===== src/rtl/gsim_pkg.sv =====
// Shared constants and types for the Gauss-Seidel matrix loader and core.
// One matrix is 17 consecutive 256-bit words: vector b followed by rows 0..15 of A.
package gsim_pkg;

   localparam int MTX_WORDS = 17;
   localparam int WORD_W    = 256;
   localparam int ADDR_W    = 10;
   localparam int ELEM_W    = 16;
   localparam int ROW_ELEMS = WORD_W / ELEM_W;
   localparam int TAG_W     = 5;
   localparam int IDX_W     = 5;
   localparam int ROW_W     = TAG_W + WORD_W;

   localparam logic [TAG_W-1:0] LAST_WORD = TAG_W'(MTX_WORDS - 1);

   typedef enum logic [1:0] {
      IDLE,
      REQ,
      DRAIN,
      DONE
   } loader_state_t;

   // Word address of the first word (vector b) of matrix idx; 31*17+16 fits in 10 bits.
   function automatic logic [ADDR_W-1:0] mtx_base(input logic [IDX_W-1:0] idx);
      return ADDR_W'(idx) * ADDR_W'(MTX_WORDS);
   endfunction

endpackage


===== src/rtl/gsim_row_fifo.sv =====
// Synchronous first-word-fall-through FIFO: a storage array with registered read
// feeding a head register, so rd_data/empty come straight from flops.
module gsim_row_fifo #(
   parameter int WIDTH = 8,
   parameter int DEPTH = 4
) (
   input  logic                       i_clk,
   input  logic                       i_reset,
   input  logic                       wr_en,
   input  logic [WIDTH-1:0]           wr_data,
   input  logic                       rd_en,
   output logic [WIDTH-1:0]           rd_data,
   output logic [$clog2(DEPTH+1)-1:0] count,
   output logic                       full,
   output logic                       empty
);

   localparam int PTR_W = $clog2(DEPTH);
   localparam int CNT_W = $clog2(DEPTH + 1);

   logic [WIDTH-1:0] mem [DEPTH];
   logic [WIDTH-1:0] head_reg;
   logic             head_vld_reg, head_vld_next;
   logic [PTR_W-1:0] wr_ptr_reg, wr_ptr_next;
   logic [PTR_W-1:0] rd_ptr_reg, rd_ptr_next;
   logic [CNT_W-1:0] mem_cnt_reg, mem_cnt_next;
   logic [CNT_W-1:0] count_reg, count_next;
   logic             pop, push, head_load, from_mem, bypass, mem_wr;

   assign full    = (count_reg == CNT_W'(DEPTH));
   assign empty   = !head_vld_reg;
   assign count   = count_reg;
   assign rd_data = head_reg;

   // The head refills whenever it is empty or being popped; the array only holds
   // words behind the head, so an empty array lets a write bypass straight to the head.
   always_comb begin
      pop           = head_vld_reg && rd_en;
      push          = wr_en && (!full || pop);
      head_load     = !head_vld_reg || pop;
      from_mem      = head_load && (mem_cnt_reg != '0);
      bypass        = head_load && (mem_cnt_reg == '0) && push;
      mem_wr        = push && !bypass;
      head_vld_next = head_vld_reg;
      if (head_load) begin
         head_vld_next = from_mem || bypass;
      end
      wr_ptr_next  = wr_ptr_reg + PTR_W'(mem_wr);
      rd_ptr_next  = rd_ptr_reg + PTR_W'(from_mem);
      mem_cnt_next = mem_cnt_reg + CNT_W'(mem_wr) - CNT_W'(from_mem);
      count_next   = count_reg + CNT_W'(push) - CNT_W'(pop);
   end

   always_ff @(posedge i_clk) begin
      if (mem_wr) begin
         mem[wr_ptr_reg] <= wr_data;
      end
   end

   always_ff @(posedge i_clk or posedge i_reset) begin
      if (i_reset) begin
         head_reg     <= '0;
         head_vld_reg <= 1'b0;
         wr_ptr_reg   <= '0;
         rd_ptr_reg   <= '0;
         mem_cnt_reg  <= '0;
         count_reg    <= '0;
      end else begin
         if (from_mem) begin
            head_reg <= mem[rd_ptr_reg];
         end else if (bypass) begin
            head_reg <= wr_data;
         end
         head_vld_reg <= head_vld_next;
         wr_ptr_reg   <= wr_ptr_next;
         rd_ptr_reg   <= rd_ptr_next;
         mem_cnt_reg  <= mem_cnt_next;
         count_reg    <= count_next;
      end
   end

endmodule


===== src/rtl/gsim_mtx_loader.sv =====
// Fetches the 17 words of one matrix from matrix memory and hands them to the
// Gauss-Seidel core as tagged rows (0 = b, 1..16 = A rows) through a row FIFO.
module gsim_mtx_loader
   import gsim_pkg::*;
#(
   parameter int FIFO_DEPTH = 4
) (
   input  logic                i_clk,
   input  logic                i_reset,
   input  logic                i_start,
   input  logic [IDX_W-1:0]    i_mtx_idx,
   output logic                o_busy,
   output logic                o_done,
   output logic                o_mem_rreq,
   output logic [ADDR_W-1:0]   o_mem_addr,
   input  logic                i_mem_rrdy,
   input  logic [WORD_W-1:0]   i_mem_dout,
   input  logic                i_mem_dout_vld,
   output logic                o_row_vld,
   output logic [TAG_W-1:0]    o_row_idx,
   output logic [WORD_W-1:0]   o_row_data,
   input  logic                i_row_rdy
);

   localparam int CNT_W = $clog2(FIFO_DEPTH + 1);
   localparam logic [CNT_W:0] CREDIT_MAX = FIFO_DEPTH[CNT_W:0];

   loader_state_t     state_reg, state_next;
   logic [ADDR_W-1:0] base_reg, base_next;
   logic [ADDR_W-1:0] addr_reg, addr_next;
   logic [TAG_W-1:0]  k_reg, k_next;
   logic [TAG_W-1:0]  tag_reg, tag_next;
   logic [TAG_W-1:0]  pop_cnt_reg, pop_cnt_next;
   logic [CNT_W-1:0]  inflight_reg, inflight_next;
   logic [CNT_W-1:0]  fifo_count_next;
   logic [CNT_W:0]    credit_used;
   logic              rreq_reg, rreq_next;
   logic              busy_reg, busy_next;
   logic              done_reg, done_next;

   logic [ROW_W-1:0]  fifo_rd_data;
   logic [CNT_W-1:0]  fifo_count;
   logic              fifo_full, fifo_empty;
   logic              issue, resp_acc, row_pop, start_acc;

   always_comb begin
      row_pop   = !fifo_empty && i_row_rdy;
      issue     = rreq_reg && i_mem_rrdy;
      // Responses with nothing in flight are strays (or from before a reset).
      resp_acc  = i_mem_dout_vld && (inflight_reg != '0) && (!fifo_full || row_pop);
      start_acc = (state_reg == IDLE) && i_start;
   end

   always_ff @(posedge i_clk or posedge i_reset) begin
      if (i_reset) begin
         state_reg    <= IDLE;
         base_reg     <= '0;
         addr_reg     <= '0;
         k_reg        <= '0;
         tag_reg      <= '0;
         pop_cnt_reg  <= '0;
         inflight_reg <= '0;
         rreq_reg     <= 1'b0;
         busy_reg     <= 1'b0;
         done_reg     <= 1'b0;
      end else begin
         state_reg    <= state_next;
         base_reg     <= base_next;
         addr_reg     <= addr_next;
         k_reg        <= k_next;
         tag_reg      <= tag_next;
         pop_cnt_reg  <= pop_cnt_next;
         inflight_reg <= inflight_next;
         rreq_reg     <= rreq_next;
         busy_reg     <= busy_next;
         done_reg     <= done_next;
      end
   end

   always_comb begin
      state_next = state_reg;
      case (state_reg)
         IDLE:    if (i_start) state_next = REQ;
         REQ:     if (issue && (k_reg == LAST_WORD)) state_next = DRAIN;
         DRAIN:   if (row_pop && (pop_cnt_reg == LAST_WORD)) state_next = DONE;
         DONE:    state_next = IDLE;
         default: state_next = IDLE;
      endcase
   end

   always_comb begin
      base_next    = base_reg;
      k_next       = k_reg;
      tag_next     = tag_reg;
      pop_cnt_next = pop_cnt_reg;
      if (start_acc) begin
         base_next    = mtx_base(i_mtx_idx);
         k_next       = '0;
         tag_next     = '0;
         pop_cnt_next = '0;
      end else begin
         if (issue)    k_next       = k_reg + TAG_W'(1);
         if (resp_acc) tag_next     = tag_reg + TAG_W'(1);
         if (row_pop)  pop_cnt_next = pop_cnt_reg + TAG_W'(1);
      end
      inflight_next   = inflight_reg + CNT_W'(issue) - CNT_W'(resp_acc);
      fifo_count_next = fifo_count + CNT_W'(resp_acc) - CNT_W'(row_pop);
   end

   // Outputs are registered from next-state values. A request is only raised when
   // every word already requested but not yet popped still leaves a FIFO slot free;
   // since only an acceptance uses up credit, a pending request never drops early.
   always_comb begin
      busy_next   = (state_next == REQ) || (state_next == DRAIN);
      done_next   = (state_next == DONE);
      credit_used = {1'b0, inflight_next} + {1'b0, fifo_count_next};
      rreq_next   = (state_next == REQ) && (credit_used < CREDIT_MAX);
      addr_next   = addr_reg;
      if (state_next == REQ) begin
         addr_next = base_next + ADDR_W'(k_next);
      end
   end

   gsim_row_fifo #(
      .WIDTH (ROW_W),
      .DEPTH (FIFO_DEPTH)
   ) u_row_fifo (
      .i_clk   (i_clk),
      .i_reset (i_reset),
      .wr_en   (resp_acc),
      .wr_data ({tag_reg, i_mem_dout}),
      .rd_en   (i_row_rdy),
      .rd_data (fifo_rd_data),
      .count   (fifo_count),
      .full    (fifo_full),
      .empty   (fifo_empty)
   );

   assign o_busy     = busy_reg;
   assign o_done     = done_reg;
   assign o_mem_rreq = rreq_reg;
   assign o_mem_addr = addr_reg;
   assign o_row_vld  = !fifo_empty;
   assign o_row_idx  = fifo_rd_data[ROW_W-1 -: TAG_W];

   for (genvar gi = 0; gi < ROW_ELEMS; gi++) begin : g_elem
      assign o_row_data[gi*ELEM_W +: ELEM_W] = fifo_rd_data[gi*ELEM_W +: ELEM_W];
   end

endmodule


===== config.mk =====
export PLATFORM = sky130hd
export DESIGN_NAME = gsim_mtx_loader
export DESIGN_NICKNAME = d
export VERILOG_FILES = /design/src/rtl/gsim_pkg.sv /design/src/rtl/gsim_row_fifo.sv /design/src/rtl/gsim_mtx_loader.sv
export SDC_FILE = /design/constraint.sdc
export NUM_CORES = 2
export LEC_CHECK = 0
export CAP_MARGIN = 20
export CORE_MARGIN = 8
export CORE_UTILIZATION = 57
export CTS_CLUSTER_SIZE = 8
export DETAILED_ROUTE_END_ITERATION = 8
export DONT_BUFFER_PORTS = 1
export GPL_ROUTABILITY_DRIVEN = 0
export PLACE_DENSITY = 0.73
export SYNTH_ARGS = -nofsm -noshare
export SYNTH_HDL_FRONTEND = slang
export SYNTH_SLANG_ARGS = --single-unit

===== constraint.sdc =====
create_clock -name i_clk -period 20.6 [get_ports i_clk]
set_input_delay 3.09 -clock i_clk [delete_from_list [all_inputs] [get_ports i_clk]]
set_output_delay 3.09 -clock i_clk [all_outputs]
set_load 0.01 [all_outputs]

* Yosys cells after proc, flatten, opt, wreduce, memory -nomap -nowiden
Memories as Yosys holds them, arrays and structs flattened. Index checks and enable logic that the tools add are counted.
Storage, ports and cells: register bits after elaboration 315, bits in writable memories 1044, bits of input ports 267, output and inout port bits 275, logic and storage cells 85, memories kept 1
Operators by class: $add $sub $neg 15, multipliers 1, $lt $le $gt $ge 1, equal/unequal tests 9, multiplexer cells 15, reduce and logical (&&, ||, !) cells 27
Memory list:
- u_row_fifo.mem | words 4, width 261, read ports 1, clocked after Yosys merged registers in 0, write ports 1, line gsim_row_fifo.sv:21 | logic [WIDTH-1:0] mem [DEPTH];
Operators with widths (number):
- two-way mux 261 bit | 2
- two-way mux 5 bit | 6
- adder 5 x 1 -> 5 bit (second input constant) | 3
- logical AND 1 bit | 13
- adder 3 x 1 -> 3 bit | 4
- subtractor 3 x 1 -> 3 bit | 4
- adder 10 x 5 -> 10 bit | 1
- == test 5 bit (second input constant) | 2
- multiplier 5 x 5 -> 10 bit (second input constant) | 1
- two-way mux 10 bit | 1
- == test 2 bit (second input constant) | 4
- case mux 2 bit (4 select lines) | 1
- two-way mux 2 bit | 3
- nonzero test 2 bit | 3
- nonzero test 3 bit | 2
- adder 2 x 1 -> 2 bit | 2
- adder 3 x 3 -> 4 bit | 1
- == test 2 x 1 -> 1 bit (second input constant) | 2
- logical OR 1 bit | 4
- < comparator 4 x 3 -> 1 bit (second input constant) | 1
- == test 3 bit (second input constant) | 1
- zero test 1 bit | 3
- zero test 3 bit | 1
- zero test 2 bit | 1
- two-way mux 1 bit | 2

* Longest topological paths before layout
depth in word-level cells 10, mapped depth 13, mapped depth without buffers 11

* Hierarchy
A second synthesis with hierarchy kept.
Second synthesis, totals: cell total of the unflattened synthesis 2517, area total of the unflattened synthesis 51765.9 µm²
Modules (own cells, without submodules):
- gsim_row_fifo | instances 1, cells an instance 2312, area an instance 49471.2 µm², sequential area each 38156.6 µm²
- gsim_mtx_loader | instances 1, cells an instance 205, area an instance 2294.7 µm², sequential area each 1076.0 µm²

* Worst setup path after synthesis
Ideal clock, no wire load.
path kind input-to-reg, start input i_row_rdy, end memory u_row_fifo.mem[0][0] (netlist name), enable pin, library setup time 1.255 ns, arrival 22.643 ns, data required time 19.345 ns, setup slack -3.298 ns, cell stages on the path 4, path buffers 0, path through nand2_2 a41oi_4 nor2b_1 nor3b_1
Between the ends: word-level cells in the longest chain between the ends 9, elaborated cells between the ends (all ways) 11, those cells by class 2 x mux; 9 x reduce/logical
RTL lines:
- start: declaration | line gsim_mtx_loader.sv:22 | input logic i_row_rdy
- logical AND 1 bit * | line gsim_row_fifo.sv:38, gsim_mtx_loader.sv:47
- logical OR 1 bit | line gsim_row_fifo.sv:39, gsim_mtx_loader.sv:50
- logical AND 1 bit | line gsim_mtx_loader.sv:50 | resp_acc = i_mem_dout_vld && (inflight_reg != '0) && (!fifo_full || row_pop);
- logical AND 1 bit | line gsim_row_fifo.sv:39 | push = wr_en && (!full || pop);
- logical AND 1 bit | line gsim_row_fifo.sv:42 | bypass = head_load && (mem_cnt_reg == '0) && push;
- zero test 1 bit | line gsim_row_fifo.sv:43 | mem_wr = push && !bypass;
- logical AND 1 bit * | line gsim_row_fifo.sv:43
- two-way mux 1 bit * | line gsim_row_fifo.sv:55 | if (mem_wr) begin
- two-way mux 1 bit (not written as such) * | line gsim_row_fifo.sv:56 | mem[wr_ptr_reg] <= wr_data;
- end: declaration | line gsim_row_fifo.sv:21
Every way passes the cells marked *; elsewhere a longest branch is shown, timed or not.

* Final worst setup path
start input i_row_rdy, end register u_row_fifo.head_reg[114] (netlist: u_row_fifo.rd_data[114])
Between the ends: word-level cells in the longest chain between the ends 6, elaborated cells between the ends (all ways) 10, those cells by class 1 x mux; 9 x reduce/logical
RTL lines:
- logical AND 1 bit * | line gsim_row_fifo.sv:38, gsim_mtx_loader.sv:47
- logical OR 1 bit | line gsim_row_fifo.sv:39, gsim_mtx_loader.sv:50
- logical AND 1 bit | line gsim_mtx_loader.sv:50
- logical AND 1 bit | line gsim_row_fifo.sv:39
- logical AND 1 bit | line gsim_row_fifo.sv:42
- nonzero test 2 bit (no line)
- end signal: assignment | line gsim_row_fifo.sv:70 | head_reg <= mem[rd_ptr_reg];
- end signal: assignment | line gsim_row_fifo.sv:72 | head_reg <= wr_data;
- end: declaration | line gsim_row_fifo.sv:22 | logic [WIDTH-1:0] head_reg;
Marked as above. A chain may end at the register's enable or synchronous reset.

==> results.md <==
- The endpoint of the worst hold-timing path is base_reg[2]$_DFF_PP0_.
- Before CTS, the worst setup slack after placement is 12390 ps.
- The most instantiated flip-flop cell in the synthesis netlist is edfxtp_1.
- The sum of negative setup slack is 0 ps.
- The maximum fanout along the worst path is 63.
- In this run, CTS created clock tree buffers numbering between 150 and 200.
- The worst register-to-register path has a setup slack of 14760 ps.
- The achievable clock frequency is 132 MHz.
- The kind of start point of the critical path is an input pin.
- The clock arrives with 31.0 ps of skew.
- The worst hold path class is flip-flop to flip-flop.
- The floorplan step set the die width to 327 um.
- The effective utilization at floorplan is 57.3%.
- Traced cell by cell, the critical path runs through nand2_2 > a41oi_4 > o41a_2 > buf_4 > buf_4 > buf_4 > buf_4 > buf_4 > a21oi_2.
- In this run, post-CTS hold repair placed 0 buffers.
- Counting instances, the worst hold path has a depth of 1.
- The clock sink total is about 1400.
- Of the synthesized area, sequential elements account for 71.0%.
- The clock transition at the registers of the reported paths is 50 ps.
- The latest clock arrival within the worst-skew pair is around 760 ps.
- The per-cell routed wire length is between 20 and 30 um.
- The data arrival time at the worst-slack endpoint is 8130 ps.
- Counting every instance in the synthesized netlist gives 2742.
- The global route total overflow is 0.
- The register with the most flip-flops is u_row_fifo.mem.
- The start of the worst register-to-register path is u_row_fifo.head_vld_reg$_DFFE_PP0P_.
- The via count normalized by instance count is 5.98.
- The total die area is 107000 sq um.
- The number of flip-flops in the largest register is 1044.
- The start point of the worst min-delay path is base_reg[2]$_DFF_PP0_.
- Excluding fillers, the count of instances in the completed layout stands at 4261.
- The critical path contains buffers and inverters numbering 5 combined.
- The most frequent cell on the critical path is buf_4.
- The pin count of the biggest net entering global routing is 151.
- The cell sitting at the root of the clock tree is a clkbuf_16.
- The estimated wirelength of the detail-placed design is 68800 um.
- The worst pin sits at a relative slew slack of 16.0%.
- The routed design could run at a clock period as short as 7550 ps.
- The delay of the slowest cell on the worst path is 890 ps.
- The number of buffers inserted to repair setup after CTS is 0.
- The required arrival time at the worst endpoint is 21180 ps.
- The maximum root-to-sink buffer count is 3.
- The area growth from synthesis to layout is 11.6%.
- Dividing the synthesized area by the synthesized cell count gives just over 20 sq um.
- Summed over all cells, the static leakage comes to 0.0208 uW.
- The core region is 96400 sq um.
- The CTS tree is done.
- The worst setup path is captured at a flip-flop.
- In the global route stage, overall resource usage came out at 21.3%.
- The number of placed instances, taps included, is 3907.
- The count of yosys warnings during synthesis is 0.
- The final layout net count is 3118.
- The routed design has between 100000 and 150000 um of wire.
- The run finished with clean final reports.
- The tool flagged a number of max-cap violations equal to 0.
- The largest individual stage delay along the critical path comes from the cell buf_4.
- After detailed placement, the total cell area comes to around 56000 sq um.
- The pre-antenna-repair detailed-routing pass consisted of 5 iterations.
- The quantity of gates resized following cts is 0.
- For the pin with the worst max-slew slack, the measured transition is around 1300 ps.
- For this run, design rule violations remaining after detail routing come to 0.
- The first global-routing pass estimated 174000 um of wire.
- The setup violation total in the final timing report is 0.
- Once detail routing completed, the nets flagged for antenna violations numbered 0.
- For this design the ratio of total power to cell area is 157 nW/um^2.
- The number of hold violations in the final report is 0.
- In this run the vertical extent of the chip is 327 um.
- The net count after synthesis is ~3000.
- The count of state elements after synthesis is about 1400.
- Summing all non-filler instances in the final layout gives an area of around 62000 sq um.
- The synthesized design contains 1044 enable-type register cells.
- The final worst setup slack is around 13000 ps.
- 542 I/O pins were placed.
- The count of standard-cell rows is 114.
- The unique cell type count in the Yosys netlist is between 50 and 60.
- The fraction of registers with async set or reset after synthesis is 23.2%.
- The initial antenna violation count is 0.
- The synthesized area is 55300 sq um.
- The number of max-slew violations in the final report is 0.
- The cell family contributing the most delay on the critical path is buffers and inverters.
- The post-route netlist has 33.9% of its cells at a drive strength greater than 1.
- Input and output buffers added on the ports amount to 0.
- Setup repair after global routing left no endpoint under its margin.
- The routed layout has 25480 vias.
- The post-route clock period utilization is 36.7%.
- The depth of the worst register-to-register path is 9.
- The worst-case IR drop observed on VDD is about 0.12 mV.
- The endpoint identified for the worst register-to-register timing path is u_row_fifo.rd_data[114]$_DFFE_PP0P_.
- The number of global-route vias before repair was ~27000.
- The worst setup path is of the input pin to flip-flop kind.
- The first-iteration detailed-routing DRC count is 1791.
- The count of H-tree levels built during CTS is 4.
-- synthesized netlist by cell type (all sizes together), types with 2 or more instances --
cell type / instances / area, sq um
a211oi: 3 / 22.5
a21o: 2 / 15.0
a21oi: 267 / 2320
a41oi: 2 / 36.3
and2: 2 / 12.5
buf: 115 / 1100
clkbuf: 35 / 131
dfrtp: 315 / 7880
edfxtp: 1044 / 31400
fa: 4 / 80.1
ha: 25 / 313
inv: 25 / 93.8
mux2: 12 / 135
mux2i: 264 / 2640
mux4: 261 / 5880
nand2: 13 / 51.3
nand2b: 2 / 12.5
nand3: 2 / 10.0
nand4: 8 / 50.1
nor2: 281 / 2650
nor2b: 2 / 12.5
nor3b: 3 / 22.5
o211ai: 2 / 15.0
o21a: 2 / 15.0
o21ai: 9 / 45.0
o31ai: 2 / 28.8
xnor2: 12 / 105
xor2: 16 / 140
-- per-layer routing --
layer / share of wire [%] / vias up / global-route usage, %
li1: - / 10944 / -
met3: 9.7 / 226 / 8.20
met4: 3.9 / 0 / 8.74
met2: 49 / 971 / 33.6
met5: 0 / - / 0
met1: 37 / 13339 / 26.4
-- placed cells by master, fill, tap and decap left out, types with 2 or more instances in the layout --
cell       count
a211oi_1       3
a21o_1         2
a21oi_1        5
a21oi_2      261
and2_1         2
buf_12         6
buf_4         33
clkbuf_1     149
clkbuf_16    193
clkinv_16      2
clkinv_8       3
dfrtp_1      313
dfrtp_4        2
edfxtp_1    1044
fa_1           4
ha_1          25
inv_1         23
inv_16         2
inv_6          2
mux2_2        12
mux2i_1      264
mux4_2       261
nand2_1       12
nand2b_1       2
nand3_1        2
nand4_1        8
nor2_1        61
nor2_2         9
nor2_4       211
nor2b_1        2
o211ai_1       2
o21a_1         2
o21ai_0        9
xnor2_1       12
xor2_1        16
-- metrics by stage --
stage / hold slack, ps / utilization [%] / total power (uW)
final: 500 / 63.9 / 9700
after global routing: 509 / 63.9 / 10100
after CTS: 509 / 63.9 / 9810
after detailed placement: 498 / 58.1 / 6920
after global placement: 489 / 58.1 / 6830
after floorplan: 473 / - / 6450
-- worst max path at each step --
stage,from,end,slack [ps],depth (start not counted)
after global routing,i_row_rdy,u_row_fifo.rd_data[114]$_DFFE_PP0P_,12840,9
after detailed placement,i_row_rdy,u_row_fifo.rd_data[114]$_DFFE_PP0P_,12390,9
after floorplan,i_row_rdy,u_row_fifo.mem[2][0]$_DFFE_PP_,5010,5
after global placement,i_row_rdy,u_row_fifo.rd_data[128]$_DFFE_PP0P_,12530,9
final,i_row_rdy,u_row_fifo.rd_data[114]$_DFFE_PP0P_,13050,9
after CTS,i_row_rdy,u_row_fifo.rd_data[114]$_DFFE_PP0P_,13180,9
-- final cells by class --
class / instances / area, sq um
diodes: 1 / 2.50
clock buffers: 342 / 5390
clock inverters: 10 / 175
fillers: 6374 / 34800
inverters: 26 / 105
multi-input cells: 1207 / 14700
flip-flops and latches: 1359 / 39200
well taps: 1276 / 1600
repair buffers: 40 / 395
-- where the power goes --
part	internal, uW	switching, uW
clock	1750	1110
combinational	1110	1310
sequential	3750	666
total	6610	3090
-- cell families (layout without fill, tap and decap cells) --
kind of cell             count (synthesis)  count (layout)  synth area share (%)
AO/OA/AOI/OAI                          293             293                  4.58
XOR/XNOR                                28              28                 0.444
adder cells (fa/ha/maj)                 29              29                 0.711
buffers and inverters                  176             418                  2.41
flip-flops                            1359            1359                  71.0
multiplexers                           537             537                  15.7
other                                    0               1                     0
AND/OR/NAND/NOR                        320             320                  5.20
Power figures use the tool's default switching activity.
